### config.mk
export PLATFORM = sky130hd
export DESIGN_NAME = gfmul_digit
export DESIGN_NICKNAME = d
export VERILOG_FILES = /design/src/rtl/gcm_pkg.sv /design/src/rtl/gfmul_step.sv /design/src/rtl/gfmul_digit.sv
export SDC_FILE = /design/constraint.sdc
export NUM_CORES = 1
export LEC_CHECK = 0
export BUFFER_PORTS_ARGS = -buffer_cell sky130_fd_sc_hd__buf_2
export CORE_UTILIZATION = 55
export DETAILED_ROUTE_END_ITERATION = 12
export HOLD_SLACK_MARGIN = 0.12
export PLACE_DENSITY = 0.84
export SETUP_SLACK_MARGIN = 0.1
export SLEW_MARGIN = 20
export SYNTH_ARGS = -nofsm -noshare
export SYNTH_HDL_FRONTEND = slang
export SYNTH_SLANG_ARGS = --single-unit
### constraint.sdc
create_clock -name iClk -period 2.5 [get_ports iClk]
set_clock_uncertainty 0.2 [all_clocks]
set_input_delay 0.125 -clock iClk [delete_from_list [all_inputs] [get_ports iClk]]
set_output_delay 0.125 -clock iClk [all_outputs]
set_load 0.01 [all_outputs]
### src/rtl/gcm_pkg.sv
// Shared GF(2^128) constants and FSM state type for the GHASH multiplier.
// Bit 0 of every block is the x^0 coefficient (GCM bit order).
package gcm_pkg;
  localparam int GCM_W = 128;
  localparam logic [0:GCM_W-1] GCM_R = {8'hE1, 120'd0};

  typedef enum logic [1:0] {
    IDLE = 2'd0,
    BUSY = 2'd1,
    DONE = 2'd2
  } gcm_state_e;
endpackage

### src/rtl/gfmul_step.sv
// One bit of the GCM shift-and-add multiply.
// Folds V into Z when the X bit is set, then multiplies V by x mod P.
module gfmul_step
  import gcm_pkg::*;
(
  input  logic             x_bit,
  input  logic [0:GCM_W-1] z,
  input  logic [0:GCM_W-1] v,
  output logic [0:GCM_W-1] z_next,
  output logic [0:GCM_W-1] v_next
);
  assign z_next = x_bit ? (z ^ v) : z;
  assign v_next = (v >> 1) ^ (v[GCM_W-1] ? GCM_R : '0);
endmodule

### src/rtl/gfmul_digit.sv
// Digit-serial GF(2^128) multiplier Z = X*H with valid/ready handshakes.
// Define GFMUL_GHASH_ACC_EN to fold the previous result Y into each operand.
module gfmul_digit
  import gcm_pkg::*;
#(
  parameter int DIGIT = 4
) (
  input  logic         iClk,
  input  logic         iRstn,
  input  logic [0:127] iHashkey,
  input  logic         iHashkey_load,
  input  logic [0:127] iData,
  input  logic         iData_valid,
  input  logic         iAcc_clear,
  output logic         oData_ready,
  output logic [0:127] oResult,
  output logic         oResult_valid,
  input  logic         iResult_ready
);
  localparam int N  = GCM_W / DIGIT;
  localparam int CW = (N > 1) ? $clog2(N) : 1;

  gcm_state_e state;
  logic hkey_ok;
  logic [0:GCM_W-1] h_q;
  logic [0:GCM_W-1] x_q;
  logic [0:GCM_W-1] v_q;
  logic [0:GCM_W-1] z_q;
  logic [CW-1:0] cnt;
  logic [0:GCM_W-1] operand;
  logic [0:GCM_W-1] z_nx;
  logic [0:GCM_W-1] v_nx;
  logic key_load;
  logic accept;
  logic last;

  assign key_load = iHashkey_load & (state != BUSY);
  assign oData_ready = (state == IDLE) & hkey_ok & ~iHashkey_load;
  assign accept = iData_valid & oData_ready;
  assign last = (cnt == CW'(N - 1));
  assign oResult = z_q;
  assign oResult_valid = (state == DONE);

  // X is shifted by a digit per cycle, so the live bits are always x_q[0 +: DIGIT].
  for (genvar j = 0; j < DIGIT; j++) begin : g_step
    logic [0:GCM_W-1] z_i;
    logic [0:GCM_W-1] v_i;
    logic [0:GCM_W-1] z_o;
    logic [0:GCM_W-1] v_o;
    if (j == 0) begin : g_first
      assign z_i = z_q;
      assign v_i = v_q;
    end else begin : g_next
      assign z_i = g_step[j-1].z_o;
      assign v_i = g_step[j-1].v_o;
    end
    gfmul_step u_step (
      .x_bit  (x_q[j]),
      .z      (z_i),
      .v      (v_i),
      .z_next (z_o),
      .v_next (v_o)
    );
  end

  assign z_nx = g_step[DIGIT-1].z_o;
  assign v_nx = g_step[DIGIT-1].v_o;

`ifdef GFMUL_GHASH_ACC_EN
  logic [0:GCM_W-1] y_q;

  assign operand = iData ^ (iAcc_clear ? '0 : y_q);

  always_ff @(posedge iClk or negedge iRstn) begin
    if (!iRstn) begin
      y_q <= '0;
    end else if (key_load) begin
      y_q <= '0;
    end else if ((state == BUSY) && last) begin
      y_q <= z_nx;
    end
  end
`else
  logic unused_acc;

  assign operand = iData;
  assign unused_acc = iAcc_clear;
`endif

  always_ff @(posedge iClk or negedge iRstn) begin
    if (!iRstn) begin
      state   <= IDLE;
      hkey_ok <= 1'b0;
      h_q     <= '0;
      x_q     <= '0;
      v_q     <= '0;
      z_q     <= '0;
      cnt     <= '0;
    end else begin
      if (key_load) begin
        h_q     <= iHashkey;
        hkey_ok <= 1'b1;
      end
      unique case (state)
        IDLE: begin
          if (accept) begin
            x_q   <= operand;
            v_q   <= h_q;
            z_q   <= '0;
            cnt   <= '0;
            state <= BUSY;
          end
        end
        BUSY: begin
          z_q <= z_nx;
          v_q <= v_nx;
          x_q <= x_q << DIGIT;
          if (last) begin
            state <= DONE;
          end else begin
            cnt <= cnt + 1'b1;
          end
        end
        DONE: begin
          if (iResult_ready) begin
            state <= IDLE;
          end
        end
        default: state <= IDLE;
      endcase
    end
  end
endmodule

# --- After elaboration in Yosys (flattened, before gate mapping) ---
# Index checks and enable logic that the tools add are counted.
word_totals:
  reg_bits: 520
  output_inout_bits: 130
classes:
  addsub: 1
  n_eq_ne: 8
  muxes: 21
  n_bitwise: 13
  n_reduce_logical: 5
op_table:
  columns: ["op", "count"]
  rows:
  - ["$mux 128", 11]
  - ["$pmux 128 s2", 3]
  - ["$xor 127x128->128", 4]
  - ["$xor 128x128->128", 4]
  - ["$mux 5", 2]
  - ["$pmux 5 s2", 1]
  - ["$mux 2", 3]
  - ["$ne 2x2->1 const B", 3]
  - ["$pmux 2 s3", 1]
  - ["$reduce_and 3->1", 2]
  - ["$add 5x1->5 const B", 1]
  - ["$eq 5x5->1 const B", 1]
  - ["$and 1x1->1", 4]
  - ["$ne 2x1->1 const B", 2]
  - ["$eq 2x1->1 const B", 1]
  - ["$eq 2x2->1 const B", 1]
  - ["$logic_not 2->1", 1]
  - ["$reduce_and 2->1", 1]
  - ["$reduce_bool 2->1", 1]
  - ["$not 1->1", 1]

# --- Depth between registers and ports, before layout ---
depth:
  word_depth: 9
  ltp_mapped: 9
  mapped_depth_nobuf: 7

# --- Modules after synthesis ---
# Synthesis repeated with hierarchy kept, for this count alone.
hier_totals:
  hier_cells: 3658
  area_unflattened_um2: 32741.4
by_module_without_submodules:
  columns: ["module", "n_inst", "cells_per_inst", "area_each_um2", "seq_area_each_um2"]
  rows:
  - ["gfmul_digit", 1, 2066, 21861.0, 13012.5]
  - ["gfmul_step", 4, 398, 2720.1, 0.0]

# --- Worst setup path after synthesis ---
# OpenSTA, ideal clock, no wires.
synth_path:
  kind: "register to register"
  from: "register state[1]"
  to: "register h_q[55] in the netlist's numbering"
  arrival_ps: 1625
  t_required_ps: 2175
  path_slack_ps: 551
  path_stages_with_launch: 8
  n_path_buf: 4
  synth_period_minus_slack_ps: 1949
  path_cell_list: "dfrtp_1 nand2b_1 buf_4 buf_6 nand2_1 buf_2 buf_4 mux2_2"
synth_between:
  elab_chain_cells: 2
synth_rtl:
  columns: ["item", "line_no", "source"]
  rows:
  - ["start: declaration", "gfmul_digit.sv:23", "gcm_state_e state;"]
  - ["start signal: assignment", "gfmul_digit.sv:92", "state <= IDLE;"]
  - ["start signal: assignment", "gfmul_digit.sv:111", "state <= BUSY;"]
  - ["start signal: assignment", "gfmul_digit.sv:119", "state <= DONE;"]
  - ["$ne 2x1->1", "gfmul_digit.sv:37", "assign key_load = iHashkey_load & (state != BUSY);"]
  - ["$and 1x1->1", "gfmul_digit.sv:37", null]
  - ["end signal: assignment", "gfmul_digit.sv:101", "h_q <= iHashkey;"]
  - ["end: declaration", "gfmul_digit.sv:25", "logic [0:GCM_W-1] h_q;"]
# Every way passes these cells.
# A chain may end at the register's enable or synchronous reset.

# --- Worst setup path after layout ---
layout_path:
  from: "register state[0]"
  to: "register x_q[33] in the netlist's numbering"
layout_between:
  elab_chain_cells: 6
layout_rtl:
  columns: ["item", "line_no", "source"]
  rows:
  - ["$logic_not 2->1", "gfmul_digit.sv:38, gfmul_digit.sv:104", null]
  - ["$and 1x1->1 (2 in a row)", "gfmul_digit.sv:38", "assign oData_ready = (state == IDLE) & hkey_ok & ~iHashkey_load;"]
  - ["$and 1x1->1", "gfmul_digit.sv:39", "assign accept = iData_valid & oData_ready;"]
  - ["$ne 2x2->1 (no line)", null, null]
  - ["$reduce_and 2->1 (no line)", null, null]
  - ["end signal: assignment", "gfmul_digit.sv:107", "x_q <= operand;"]
  - ["end signal: assignment", "gfmul_digit.sv:117", "x_q <= x_q << DIGIT;"]
  - ["end: declaration", "gfmul_digit.sv:26", "logic [0:GCM_W-1] x_q;"]
# Several ways; a longest one is shown, not always the timed one.

==> impl_metrics.ini <==
[placed_design]
number_of_buffers_added_on_ports = 390
hpwlAfterDp_mm = 45.3
pre_cts_ws_ps = 219
placed_cells = 3804
gp_routability_congestion = 0.842

[timing]
timing_max_transition_violations_final = 0
timing.final.hold_violations = 0
max_clock_freq_mhz = 338
worst-slew-pin-transition_ps = 1200
final_worst_path_period_need_ps = 2960
grt_setup_unrepaired = true
worst_slew_margin_rel_pct = 19.9
min_period_over_period_pct = 118
setup_violations = 11
worst_case_setup_margin_in_the_final_layout_ps = -456

[drt]
wl_per_cell_um = 21.2
number_of_drc_markers_in_iteration_0 = 2604
final_antenna_net_count = 0
route.final.wire_length_mm = 93.2
via_per_inst = 6.02
dr_total_vias = 26400
first_pass_iters = 8
drcViolationCount = 0

[power]
switching_power_w = 0.0263
seqPwrFrac_pct = 29.2
pwr-share-comb_pct = 56.2
pwr-share-clk_pct = 14.6
power_w = 0.0604
power.static_leakage_nw = 16.6
power_per_cell_area_nw_per_um2 = 1660
p_int_w = 0.0341
ir_worst_vdd_mv = 0.767
power.share.switching_pct = 43.6

[worst_hold_path]
hold_path_cell_cnt = 3
hold_start = iHashkey[5]
worstHoldPathType = in2reg
hold-path-endpoint = h_q[5]

[logic_synthesis]
yosys_warnings = 0
synth_cell_type_count = 34
mean_post_synth_cell_area_um2 = 9.16
synth_xor_xnor_area_share_pct = 13.1
synth-compound-area-share_pct = 12.5
synth.mux.area_fraction_pct = 5.39
synth_nets = 3205
synth_simple_gate_area_share_pct = 16.6
portion_of_the_post_synthesis_area_used_by_sequential_elements_pct = 48.3
synthesis.area_um2 = 26900
post_synth_inst_count = 2941
synth_adder_area_share_pct = 0.0929
synth_top_family_by_area = simple AND/OR/NAND/NOR gates
yosys_register_bits = 520

[floorplan]
core.rowCount = 80
top_level_ports = 392
die_x_um = 223
initial_utilization_pct = 56.1
die-area_um2 = 49900
die_y_um = 223
core_um2 = 48000

[finish]
drive_above_1_share_pct = 18.5
layout.nets = 3985
post_layout_nonfiller_instances = 4394
area_delta_synth_final_pct = 34.8
final_util_pct = 75.6

[global_routing]
grt.total_usage_pct = 37.5
antenna_violations_before_repair = 18
grt_pass1_vias = 26900
pin_count_of_the_biggest_net_entering_global_routing = 200
grt_pass1_wl_mm = 147
gr-total-overflow = 0

[worst_setup_path]
cp-start-kind = register
r2r-end = x_q[33]
r2r_slack_ps = -460
worstPathMaxFanout = 199
setup.worst_path.end_class = register
worstPathRequired_ps = 2720
worst_path_max_delay_cell = nor2_1
worst-setup-path-type = reg2reg
crit_chain = nor4b_4, nand2_8, buf_16, o22ai_1, nor2_1
regToRegStartpoint = state[0]
critical-path-top-delay-family = simple AND/OR/NAND/NOR gates
reg2reg_depth = 5
cp.arrival_ps = 3180
timing.critical_path.slowest_cell_delay_ps = 700
cp_num_buf_inv = 1

[run_status]
outcome = finished with violations
violated_checks = setup timing

[clock_tree]
clock_sinks = 520
cts_max_level = 2
cts_buffers = 55
clk_pin_slew_worst_setup_hold_paths_ps = 70
cts_root_buffer = clkbuf_16
tritoncts = done
clock_tree.buffer_depth = 3
worst_skew_pair.late_latency_ps = 610

[job]
max_cap_viol_count = 0
## layer usage
metal,routed length [um],global-route usage (%),up-vias
met5,34,0,-
met4,7470,26.1,6
met3,8210,8.90,584
met2,43800,60.3,1791
met1,33600,44.8,12700
li1,-,-,11400
## synthesized netlist by cell type, drive strengths merged
cell / count / area share [%]
a21oi: 6 / 0.11
a221o: 4 / 0.15
a22o: 122 / 4.0
a22oi: 7 / 0.20
and2: 1 / 0.023
and3: 1 / 0.023
buf: 151 / 3.2
clkbuf: 50 / 0.70
dfrtp: 520 / 48
ha: 2 / 0.093
inv: 6 / 0.084
mux2: 129 / 5.4
nand2: 547 / 7.7
nand2b: 2 / 0.046
nand3: 5 / 0.093
nand4: 1 / 0.023
nor2: 612 / 8.5
nor2b: 2 / 0.046
nor3: 2 / 0.037
nor4: 1 / 0.023
nor4b: 1 / 0.088
o21ai: 127 / 2.4
o22ai: 245 / 5.7
or2: 1 / 0.023
xnor2: 258 / 8.4
xnor3: 4 / 0.33
xor2: 134 / 4.4
## sequential cells by signal, summed over array words and instances, names as in the netlist
signal      flops
g_step.v_i    128
h_q           128
state           2
cnt             5
hkey_ok         1
oResult       128
x_q           128
## through the flow
step | hold WS [ps] | setup TNS, ps | instance area [um2]
after floorplan | -371 | 0 | 26900
after global placement | -111 | 0 | 29500
after CTS | 121 | 0 | 36200
final | 140 | -939 | 36300
after global routing | 133 | -726 | 36300
after detailed placement | -107 | 0 | 29500
## worst max-delay path by stage
| stage | startpoint | slack (ps) | cells after the start | to |
|---|---|---|---|---|
| 6_report | state[0] | -460 | 5 | x_q[33] |
| 2_1_floorplan | state[1] | 550 | 7 | h_q[55] |
| 4_1_cts | state[0] | 210 | 6 | g_step[0].v_i[56] |
| 3_3_place_gp | state[0] | 270 | 6 | x_q[0] |
| 5_1_grt | state[0] | -510 | 5 | x_q[33] |
| 3_5_place_dp | state[0] | 220 | 6 | g_step[0].v_i[56] |
## logic make-up after synthesis
group                      after synthesis
xor gates and xnor gates               396
DFF                                    520
AOI/OAI and AO/OA                      511
muxes                                  129
and+or+nand+nor                       1176
adders and majority gates                2
buffers and inverters                  207
## repair_timing
| action | 4_1_cts | 5_1_grt |
|---|---|---|
| endpoints found under the hold margin | 854 | 0 |
| buffers inserted | 0 | 1 |
| setup endpoints to repair | 0 | 46 |
| resized for setup | 0 | 11 |
| hold buffers | 474 | 0 |
## final cells by class
cell class              count  area (um2)
fillers                  2770       11700
multi-input cells        2214       12900
diodes                     14        35.0
repair buffers            924        7590
flip-flops and latches    520       13000
clock inverters            30         389
well taps                 615         769
inverters                   6        22.5
clock buffers              71        1550
## power by group through the flow
stage          sequential, W  clock (W)  combinational, W
4_1_cts               0.0170    0.00880            0.0321
3_5_place_dp          0.0170          0            0.0313
3_3_place_gp          0.0169          0            0.0299
6_report              0.0176    0.00884            0.0340
2_1_floorplan         0.0161          0            0.0253
5_1_grt               0.0180    0.00924            0.0372
## tightest hold or removal path, stage by stage
cell	delay (ps)
dlygate4sd3_1	550
buf_2	110
mux2_2	130
## cells in the final DEF (no fill, tap or decap), types with 8 or more instances in the layout
master,synthesis,final
clkbuf_16,0,56
xnor2_1,258,257
o22ai_1,245,240
nor2_1,612,609
o21ai_0,125,125
buf_2,99,389
clkinv_2,0,8
clkbuf_8,0,9
dlygate4sd3_1,0,473
buf_12,0,33
dfrtp_1,520,516
xor2_1,133,133
nand2_1,545,544
mux2_2,129,129
a22o_1,122,122
buf_4,22,27
diode_2,0,14
(Power assumes the default switching activity.)
